--- src/rtl/sram_rw_arbiter_if.sv ---
// Bundles the read/write requester handshakes and the RW0 SRAM macro pins of sram_rw_arbiter.
// The slave modport is the arbiter's view; master is the requester/macro side.
interface sram_rw_arbiter_if #(
  parameter int AW = 7,
  parameter int DW = 53
);
  logic          r_req_valid;
  logic          r_req_ready;
  logic [AW-1:0] r_req_addr;
  logic          r_resp_valid;
  logic [DW-1:0] r_resp_data;
  logic          w_req_valid;
  logic          w_req_ready;
  logic [AW-1:0] w_req_addr;
  logic [DW-1:0] w_req_data;
  logic          init_done;
  logic          sram_en;
  logic          sram_wmode;
  logic [AW-1:0] sram_addr;
  logic [DW-1:0] sram_wdata;
  logic [DW-1:0] sram_rdata;

  modport slave (
    input  r_req_valid, r_req_addr, w_req_valid, w_req_addr, w_req_data, sram_rdata,
    output r_req_ready, r_resp_valid, r_resp_data, w_req_ready, init_done,
           sram_en, sram_wmode, sram_addr, sram_wdata
  );

  modport master (
    output r_req_valid, r_req_addr, w_req_valid, w_req_addr, w_req_data, sram_rdata,
    input  r_req_ready, r_resp_valid, r_resp_data, w_req_ready, init_done,
           sram_en, sram_wmode, sram_addr, sram_wdata
  );
endinterface

--- src/rtl/sram_rw_arbiter.sv ---
// Shares one single-port SRAM between a read requester (priority) and a buffered write
// requester; zero-fills the array after reset and bypasses reads that hit the write buffer.
module sram_rw_arbiter #(
  parameter int DEPTH      = 128,
  parameter int DW         = 53,
  parameter int WBUF_DEPTH = 2
) (
  input  logic           clock,
  input  logic           reset_n,
  sram_rw_arbiter_if.slave bus
);
  localparam int AW = $clog2(DEPTH);
  localparam int CW = $clog2(WBUF_DEPTH + 1);

  typedef enum logic {ST_INIT, ST_RUN} state_t;

  state_t        state_q, state_d;
  logic [AW-1:0] cnt_q, cnt_d;
  logic [CW-1:0] count_q, count_d;
  logic [AW-1:0] wb_addr_q [WBUF_DEPTH];
  logic [AW-1:0] wb_addr_d [WBUF_DEPTH];
  logic [DW-1:0] wb_data_q [WBUF_DEPTH];
  logic [DW-1:0] wb_data_d [WBUF_DEPTH];
  logic          resp_valid_q, resp_valid_d;
  logic          hit_q, hit_d;
  logic [DW-1:0] hit_data_q, hit_data_d;
  logic [DW-1:0] resp_hold_q, resp_hold_d;
  logic [DW-1:0] resp_data;
  logic [CW-1:0] wr_idx;
  logic          run, full, drain, rd_fire, wr_fire;

  always_comb begin
    run     = (state_q == ST_RUN);
    full    = (count_q == CW'(WBUF_DEPTH));
    rd_fire = run && !full && bus.r_req_valid;
    wr_fire = run && !full && bus.w_req_valid;
    drain   = run && (full || (!bus.r_req_valid && (count_q != '0)));
  end

  // SRAM port: a full buffer wins over reads so a read stream cannot starve writes.
  // During INIT the enable is gated by reset_n so the macro stays quiet while in reset.
  always_comb begin
    bus.sram_en    = 1'b0;
    bus.sram_wmode = 1'b0;
    bus.sram_addr  = '0;
    bus.sram_wdata = '0;
    if (state_q == ST_INIT) begin
      bus.sram_en    = reset_n;
      bus.sram_wmode = reset_n;
      bus.sram_addr  = cnt_q;
    end else if (drain) begin
      bus.sram_en    = 1'b1;
      bus.sram_wmode = 1'b1;
      bus.sram_addr  = wb_addr_q[0];
      bus.sram_wdata = wb_data_q[0];
    end else if (rd_fire) begin
      bus.sram_en    = 1'b1;
      bus.sram_addr  = bus.r_req_addr;
    end
  end

  always_comb begin
    state_d = state_q;
    cnt_d   = cnt_q;
    if (state_q == ST_INIT) begin
      cnt_d = cnt_q + 1'b1;
      if (cnt_q == AW'(DEPTH - 1)) state_d = ST_RUN;
    end
  end

  // Higher buffer index is younger, so the last match in the scan wins.
  always_comb begin
    hit_d      = 1'b0;
    hit_data_d = hit_data_q;
    for (int i = 0; i < WBUF_DEPTH; i++) begin
      if ((CW'(i) < count_q) && (wb_addr_q[i] == bus.r_req_addr)) begin
        hit_d      = rd_fire;
        hit_data_d = wb_data_q[i];
      end
    end
  end

  always_comb begin
    for (int i = 0; i < WBUF_DEPTH; i++) begin
      wb_addr_d[i] = wb_addr_q[i];
      wb_data_d[i] = wb_data_q[i];
    end
    if (drain) begin
      for (int i = 0; i < WBUF_DEPTH - 1; i++) begin
        wb_addr_d[i] = wb_addr_q[i + 1];
        wb_data_d[i] = wb_data_q[i + 1];
      end
    end
    wr_idx = count_q - CW'(drain);
    for (int i = 0; i < WBUF_DEPTH; i++) begin
      if (wr_fire && (CW'(i) == wr_idx)) begin
        wb_addr_d[i] = bus.w_req_addr;
        wb_data_d[i] = bus.w_req_data;
      end
    end
    count_d = count_q + CW'(wr_fire) - CW'(drain);
  end

  always_comb begin
    resp_valid_d = rd_fire;
    resp_data    = resp_valid_q ? (hit_q ? hit_data_q : bus.sram_rdata) : resp_hold_q;
    resp_hold_d  = resp_data;
  end

  assign bus.r_resp_valid = resp_valid_q;
  assign bus.r_resp_data  = resp_data;
  assign bus.r_req_ready  = run && !full;
  assign bus.w_req_ready  = run && !full;
  assign bus.init_done    = run;

  always_ff @(posedge clock or negedge reset_n) begin
    if (!reset_n) begin
      state_q      <= ST_INIT;
      cnt_q        <= '0;
      count_q      <= '0;
      resp_valid_q <= 1'b0;
      hit_q        <= 1'b0;
      hit_data_q   <= '0;
      resp_hold_q  <= '0;
      for (int i = 0; i < WBUF_DEPTH; i++) begin
        wb_addr_q[i] <= '0;
        wb_data_q[i] <= '0;
      end
    end else begin
      state_q      <= state_d;
      cnt_q        <= cnt_d;
      count_q      <= count_d;
      resp_valid_q <= resp_valid_d;
      hit_q        <= hit_d;
      hit_data_q   <= hit_data_d;
      resp_hold_q  <= resp_hold_d;
      for (int i = 0; i < WBUF_DEPTH; i++) begin
        wb_addr_q[i] <= wb_addr_d[i];
        wb_data_q[i] <= wb_data_d[i];
      end
    end
  end
endmodule
--- src/flat_wrapper.sv ---
// flat-port wrapper written by rule: the top's interface ports become plain ports
module sram_rw_arbiter_flat 
#(
  parameter int DEPTH      = 128,
  parameter int DW         = 53,
  parameter int WBUF_DEPTH = 2
)
  (clock, reset_n, bus_r_req_valid, bus_r_req_addr, bus_w_req_valid, bus_w_req_addr, bus_w_req_data, bus_sram_rdata, bus_r_req_ready, bus_r_resp_valid, bus_r_resp_data, bus_w_req_ready, bus_init_done, bus_sram_en, bus_sram_wmode, bus_sram_addr, bus_sram_wdata);
  sram_rw_arbiter_if #(.DW(DW)) bus_i ();
  input  logic clock;
  input  logic reset_n;
  input wire logic [$bits(bus_i.r_req_valid)-1:0] bus_r_req_valid;
  input wire logic [$bits(bus_i.r_req_addr)-1:0] bus_r_req_addr;
  input wire logic [$bits(bus_i.w_req_valid)-1:0] bus_w_req_valid;
  input wire logic [$bits(bus_i.w_req_addr)-1:0] bus_w_req_addr;
  input wire logic [$bits(bus_i.w_req_data)-1:0] bus_w_req_data;
  input wire logic [$bits(bus_i.sram_rdata)-1:0] bus_sram_rdata;
  output wire logic [$bits(bus_i.r_req_ready)-1:0] bus_r_req_ready;
  output wire logic [$bits(bus_i.r_resp_valid)-1:0] bus_r_resp_valid;
  output wire logic [$bits(bus_i.r_resp_data)-1:0] bus_r_resp_data;
  output wire logic [$bits(bus_i.w_req_ready)-1:0] bus_w_req_ready;
  output wire logic [$bits(bus_i.init_done)-1:0] bus_init_done;
  output wire logic [$bits(bus_i.sram_en)-1:0] bus_sram_en;
  output wire logic [$bits(bus_i.sram_wmode)-1:0] bus_sram_wmode;
  output wire logic [$bits(bus_i.sram_addr)-1:0] bus_sram_addr;
  output wire logic [$bits(bus_i.sram_wdata)-1:0] bus_sram_wdata;
  assign bus_i.r_req_valid = bus_r_req_valid;
  assign bus_i.r_req_addr = bus_r_req_addr;
  assign bus_i.w_req_valid = bus_w_req_valid;
  assign bus_i.w_req_addr = bus_w_req_addr;
  assign bus_i.w_req_data = bus_w_req_data;
  assign bus_i.sram_rdata = bus_sram_rdata;
  assign bus_r_req_ready = bus_i.r_req_ready;
  assign bus_r_resp_valid = bus_i.r_resp_valid;
  assign bus_r_resp_data = bus_i.r_resp_data;
  assign bus_w_req_ready = bus_i.w_req_ready;
  assign bus_init_done = bus_i.init_done;
  assign bus_sram_en = bus_i.sram_en;
  assign bus_sram_wmode = bus_i.sram_wmode;
  assign bus_sram_addr = bus_i.sram_addr;
  assign bus_sram_wdata = bus_i.sram_wdata;
  sram_rw_arbiter #(.DEPTH(DEPTH), .DW(DW), .WBUF_DEPTH(WBUF_DEPTH)) u_core (.clock(clock), .reset_n(reset_n), .bus(bus_i));
endmodule
--- config.mk ---
export PLATFORM = sky130hd
export DESIGN_NAME = sram_rw_arbiter_flat
export DESIGN_NICKNAME = d
export VERILOG_FILES = /design/src/rtl/sram_rw_arbiter_if.sv /design/src/rtl/sram_rw_arbiter.sv /design/src/flat_wrapper.sv
export SDC_FILE = /design/constraint.sdc
export NUM_CORES = 1
export LEC_CHECK = 0
export BUFFER_PORTS_ARGS = -buffer_cell sky130_fd_sc_hd__buf_4
export CAP_MARGIN = 20
export CELL_PAD_IN_SITES_DETAIL_PLACEMENT = 1
export CELL_PAD_IN_SITES_GLOBAL_PLACEMENT = 1
export CORE_MARGIN = 2
export CORE_UTILIZATION = 37
export CTS_CLUSTER_DIAMETER = 80
export CTS_CLUSTER_SIZE = 40
export DETAILED_ROUTE_END_ITERATION = 8
export GPL_TIMING_DRIVEN = 0
export HOLD_SLACK_MARGIN = 0.08
export PLACE_DENSITY_LB_ADDON = 0.1
export SYNTH_ARGS = -nofsm -noshare
export SYNTH_HDL_FRONTEND = slang
export SYNTH_SLANG_ARGS = --single-unit
export TNS_END_PERCENT = 30
--- constraint.sdc ---
create_clock -name clock -period 2.3 [get_ports clock]
set_input_delay 0.115 -clock clock [delete_from_list [all_inputs] [get_ports clock]]
set_output_delay 0.115 -clock clock [all_outputs]
set_load 0.02 [all_outputs]
==> After elaboration in Yosys (flattened, before gate mapping) <==
Index checks and enable logic that the tools add are counted.
{ "totals": {"output_inout_bits": 119, "n_memories": 0, "elab_cells": 60, "ram_bits": 0, "rom_bits": 0, "input_bits": 124, "reg_bits": 238, "latchBits": 0} }
{ "op_classes": {"n_mux": 22, "n_shift": 0, "bitwise": 0, "reduce_logical": 16, "n_div": 0, "add_sub_neg": 4, "multipliers": 0, "n_eq_ne": 5, "n_lt_le_gt_ge": 2} }
{ "op_table": {"columns": ["op", "count"], "rows": [
  ["53-bit 2-to-1 mux", 8],
  ["7-bit 2-to-1 mux", 5],
  ["7-bit equality test", 2],
  ["1-bit logical AND", 9],
  ["1-bit 2-to-1 mux", 9],
  ["7-bit by 1-bit adder with 7-bit output (second input constant)", 1],
  ["7-bit equality test (second input constant)", 1],
  ["2-bit nonzero test", 3],
  ["1-bit by 2-bit less-than comparator with 1-bit output (first input constant)", 2],
  ["2-bit by 1-bit subtractor with 2-bit output", 2],
  ["2-bit by 1-bit adder with 2-bit output", 1],
  ["1-bit by 2-bit equality test with 1-bit output (first input constant)", 1],
  ["2-bit equality test (second input constant)", 1],
  ["1-bit logical NOT", 2],
  ["2-bit logical NOT", 1],
  ["1-bit logical OR", 1]
]} }

==> Longest topological paths before layout <==
{ "logic_depth": {"depth_word": 8, "mapped_depth": 11, "depth_no_buf": 8} }

==> Least setup slack after synthesis <==
OpenSTA, ideal clock, no wires.
{ "synth_path": {"kind": "reg-to-reg", "startpoint": "reg u_core.count_q[0]", "endpoint": "reg u_core.wb_addr_q[0] (netlist name)", "n_path_buf": 3, "t_arrival_ns": 2.277, "setup_ns": 0.125, "t_required_ns": 2.175, "path_slack_ns": -0.102, "path_stages_with_launch": 12, "cell_sequence": "dfrtp_1 nand2b_1 a21bo_2 buf_2 inv_2 buf_2 ha_1 xor2_1 nor2_1 nand2_1 buf_2 mux2_2"} }
{ "synth_via": {"elab_chain_cells": 7, "word_cells_on_any_way": 11} }
{ "synth_lines": {"columns": ["item", "line_no", "source"], "rows": [
  ["start: declaration", "sram_rw_arbiter.sv:19", "logic [CW-1:0] count_q, count_d;"],
  ["start signal: assignment", "sram_rw_arbiter.sv:132", "count_q <= count_d;"],
  ["2-bit nonzero test", "sram_rw_arbiter.sv:37", "drain = run && (full || (!bus.r_req_valid && (count_q != '0)));"],
  ["1-bit logical AND", "sram_rw_arbiter.sv:37", null],
  ["1-bit logical OR", "sram_rw_arbiter.sv:37", null],
  ["1-bit logical AND", "sram_rw_arbiter.sv:37", null],
  ["2-bit by 1-bit subtractor with 2-bit output", "sram_rw_arbiter.sv:94", "wr_idx = count_q - CW'(drain);"],
  ["1-bit by 2-bit equality test with 1-bit output", "sram_rw_arbiter.sv:96", "if (wr_fire && (CW'(i) == wr_idx)) begin"],
  ["1-bit logical AND *", "sram_rw_arbiter.sv:96", null],
  ["end signal: indexed assignment", "sram_rw_arbiter.sv:138", "wb_addr_q[i] <= wb_addr_d[i];"],
  ["end: declaration", "sram_rw_arbiter.sv:20", "logic [AW-1:0] wb_addr_q [WBUF_DEPTH];"]
]} }
Mark *: on every way between the ends. The rest lies on a longest branch, timed or not.
A chain may end at the register's enable or synchronous reset.

==> Final worst setup path <==
{ "layout_path": {"startpoint": "reg u_core.count_q[0]", "endpoint": "reg u_core.wb_data_q[38] (netlist name)"} }
{ "layout_via": {"elab_chain_cells": 7, "word_cells_on_any_way": 11} }
{ "layout_lines": {"columns": ["item", "line_no", "source"], "rows": [
  ["2-bit nonzero test", "sram_rw_arbiter.sv:37", null],
  ["1-bit logical AND", "sram_rw_arbiter.sv:37", null],
  ["1-bit logical OR", "sram_rw_arbiter.sv:37", null],
  ["1-bit logical AND", "sram_rw_arbiter.sv:37", null],
  ["2-bit by 1-bit subtractor with 2-bit output", "sram_rw_arbiter.sv:94", null],
  ["1-bit by 2-bit equality test with 1-bit output", "sram_rw_arbiter.sv:96", null],
  ["1-bit logical AND *", "sram_rw_arbiter.sv:96", null],
  ["end signal: indexed assignment", "sram_rw_arbiter.sv:139", "wb_data_q[i] <= wb_data_d[i];"],
  ["end: declaration", "sram_rw_arbiter.sv:22", "logic [DW-1:0] wb_data_q [WBUF_DEPTH];"]
]} }
Marked as above.

==> results.py <==
metrics = {
    "drt": {
        "detail-route-antenna-nets": 0,
        "drtIter0Drc": 572,
        "remaining_drc_errors": 0,
        "finalWirelength_um": 40700,
        "drt-pass1-iter-count": 4,
        "via_count": 10300,
        "wl_per_cell_um": 20.6,
        "via_per_inst": 5.22,
    },
    "worst_setup_path": {
        "path_class": "reg -> reg",
        "start_kind": "flip-flop",
        "reg2reg_slack_ns": 0.06,
        "critPathArrivalTime_ns": 2.63,
        "end_kind": "flip-flop",
        "crit_chain": "nand2b_4 > a21bo_4 > inv_8 > ha_2 > xor2_2 > nor2_2 > nand2_4 > buf_12 > buf_8 > mux2_2",
        "crit_required_ns": 2.69,
        "cpMaxStageDelayCell": "dfrtp_2",
        "path_max_fanout": 10,
        "crit_path_max_incr_delay_ns": 0.44,
    },
    "place": {
        "hpwlAfterDp_um": 27700,
        "place.gp.congestion": 0.787,
        "placed_cells": 1827,
        "io_buffers": 242,
    },
    "die": {
        "die_h_um": 178,
        "die_w_um": 178,
        "die-area_um2": 31800,
        "initial_core_util_pct": 37.8,
        "num_rows": 63,
        "pin_count": 243,
        "coreArea_um2": 29800,
    },
    "clock_network": {
        "htreeDepth": 1,
        "cts_sinks": 238,
        "cts_made_buffers": 15,
        "cts.path.max_buffers": 3,
        "clk_pin_slew_ns": 0.10,
        "cts_root_buf": "clkbuf_16",
        "clock_latency_ns": 0.51,
        "cts_tree": "built",
    },
    "min_path": {
        "hp-class": "in -> async",
    },
    "logic_synthesis": {
        "synth_nets": 1320,
        "synthCells": 1193,
        "ys_top_cells_by_count": "238 x dfrtp_1, 177 x nor2_1, 122 x nand2_1",
        "synth_edf_count": 0,
        "yosysTopAreaCell": "dfrtp_1",
        "synthArstFlopShare_pct": 100,
        "ys_types": 35,
        "yosys_warnings": 0,
        "synth_top_cell_area_share_pct": 52.9,
        "syn-mean-instance-area_um2": 9.44,
        "synth_seq_area_share_pct": 52.9,
        "synth_area_leaders": "dfrtp_1 53%, a31oi_1 6.3%, mux2_2 6.1%, nor2_1 5.9%, mux2i_1 4.7%",
        "yosysMostFrequentCell": "dfrtp_1",
        "ys_ff_latch": 238,
        "synth_ff_type": "dfrtp_1",
        "syn-cell-area_um2": 11300,
    },
    "pwr": {
        "ir_worst_vdd_mv": 0.422,
        "power_per_cell_area_nw_per_um2": 496,
        "leakage_nw": 6.84,
    },
    "cells_and_area": {
        "nets": 1707,
        "seq_area_um2": 5960,
        "fillCellCount": 3381,
        "finalNonFillerCells": 1978,
        "area_growth_pct": 38.9,
        "antenna_cells": 0,
        "drive_gt1_share_pct": 26.1,
        "multiInputGateArea_um2": 4720,
    },
    "sta": {
        "min_period_ns": 2.24,
        "post-route-period-util_pct": 97.6,
        "timing.fmax_mhz": 445,
        "fin_skew_ns": 0.0274,
        "whs_ns": 0.0878,
        "rsz0062_at_grt": "true",
        "worstMarginPinSlew_ns": 0.691,
        "setup_viol": 0,
        "relSlewSlack_pct": 53.9,
        "hold_violations": 0,
        "fin_tns_setup_ns": 0,
        "slew_viol_final": 0,
    },
    "global_routing": {
        "grt_pass1_vias": 11200,
        "overflow": 0,
        "grt_max_degree": 109,
        "antenna_found_initial": 0,
        "grt_pass1_wl_um": 63400,
        "track_usage_pct": 25.5,
    },
    "run_status": {
        "status": "completed",
    },
    "flow_run": {
        "maxCapViolCount": 0,
    },
}
-- path summary, 6_finish.rpt --
check / from / endpoint / depth (start not counted)
max: u_core.count_q[0] / u_core.wb_data_q[38] / 10
min: reset_n / u_core.resp_hold_q[47] / 2
max reg2reg: u_core.count_q[0] / u_core.wb_data_q[38] / 10
min reg2reg: u_core.cnt_q[5] / u_core.cnt_q[5] / 1
max in group asynchronous: reset_n / u_core.hit_q / 4
min in group clock: bus_w_req_valid / u_core.count_q[0] / 3
-- metrics by stage --
step	total power [mW]	cell area, um^2	setup slack (ns)	util [%]
2_1_floorplan	4.34	11300	0.0252	-
4_1_cts	7.86	15500	-0.00206	51.9
3_3_place_gp	4.66	13600	-0.983	45.7
6_report	7.75	15600	0.0552	52.5
5_1_grt	8.03	15600	-0.0262	52.5
3_5_place_dp	4.68	13700	-0.999	45.9
-- area by class of cell --
| cell class | count | area share (%) |
|---|---|---|
| flip-flops and latches | 238 | 38.1 |
| multi-input cells | 800 | 30.1 |
| repair buffers | 375 | 20.4 |
| plain buffers | 94 | 3.62 |
| well taps | 390 | 3.12 |
| clock buffers | 15 | 2.40 |
| inverters | 56 | 1.39 |
| clock inverters | 10 | 0.784 |
-- report_power, final --
group,internal [mW],switching [mW],leakage [nW]
clock,1.38,1.61,0.238
combinational,0.312,0.268,3.58
sequential,4.18,0,3.02
total,5.87,1.88,6.84
-- critical path: cells and delay by family (launching register included) --
| kind | cells | cell delay, ns |
|---|---|---|
| buf+inv | 3 | 0.37 |
| xor+xnor | 1 | 0.19 |
| mux | 1 | 0.34 |
| compound gates | 1 | 0.28 |
| fa+ha+maj | 1 | 0.19 |
| flops | 1 | 0.44 |
| simple gates | 3 | 0.33 |
-- metal layers --
layer,wire (um),GRT usage [%],up-vias
li1,-,-,4866
met1,18800,35.7,5186
met2,19500,42.6,238
met3,1510,2.73,45
met4,910,5.93,0
met5,0,0,-
-- placed cells by master (no fill, tap or decap), drive strengths merged, types with 2 or more instances in the layout --
master	n
a21oi	60
a22oi	7
a31oi	114
and3	3
buf	292
clkbuf	77
clkinv	4
clkinvlp	2
dfrtp	238
dlygate4sd3	115
ha	3
inv	59
mux2	61
mux2i	53
nand2	122
nand2b	3
nand3	2
nand4	3
nand4b	2
nor2	177
nor3	53
o21ai	53
or2	2
or3	53
xnor2	18
xor2	4
-- logic make-up (layout without fill, tap and decap cells) --
family	Yosys count	count (layout)	share of synthesized area [%]
fa+ha+maj	3	3	0.333
simple gates	423	423	16.3
flops	238	238	52.9
buf+inv	155	550	5.72
xor+xnor	22	22	1.71
compound gates	238	238	12.2
mux	114	114	10.8
-- registers in the layout, indices dropped and copies added (netlist names) --
name and count:
u_core.hit_data_q 53, u_core.bus.r_resp_valid 1, u_core.resp_hold_q 53, u_core.wb_addr_q 14, u_core.cnt_q 7, u_core.hit_q 1
u_core.bus.init_done 1, u_core.count_q 2, u_core.wb_data_q 106
-- timing repair --
item / 4_1_cts / 5_1_grt
endpoints found under the setup margin: 323 / 124
endpoints found under the hold margin: 304 / 0
resized for setup: 47 / 25
buffers inserted: 6 / 8
cloned: 0 / 2
pin swaps: 4 / 2
hold buffers: 115 / 0
(Power assumes the default switching activity.)
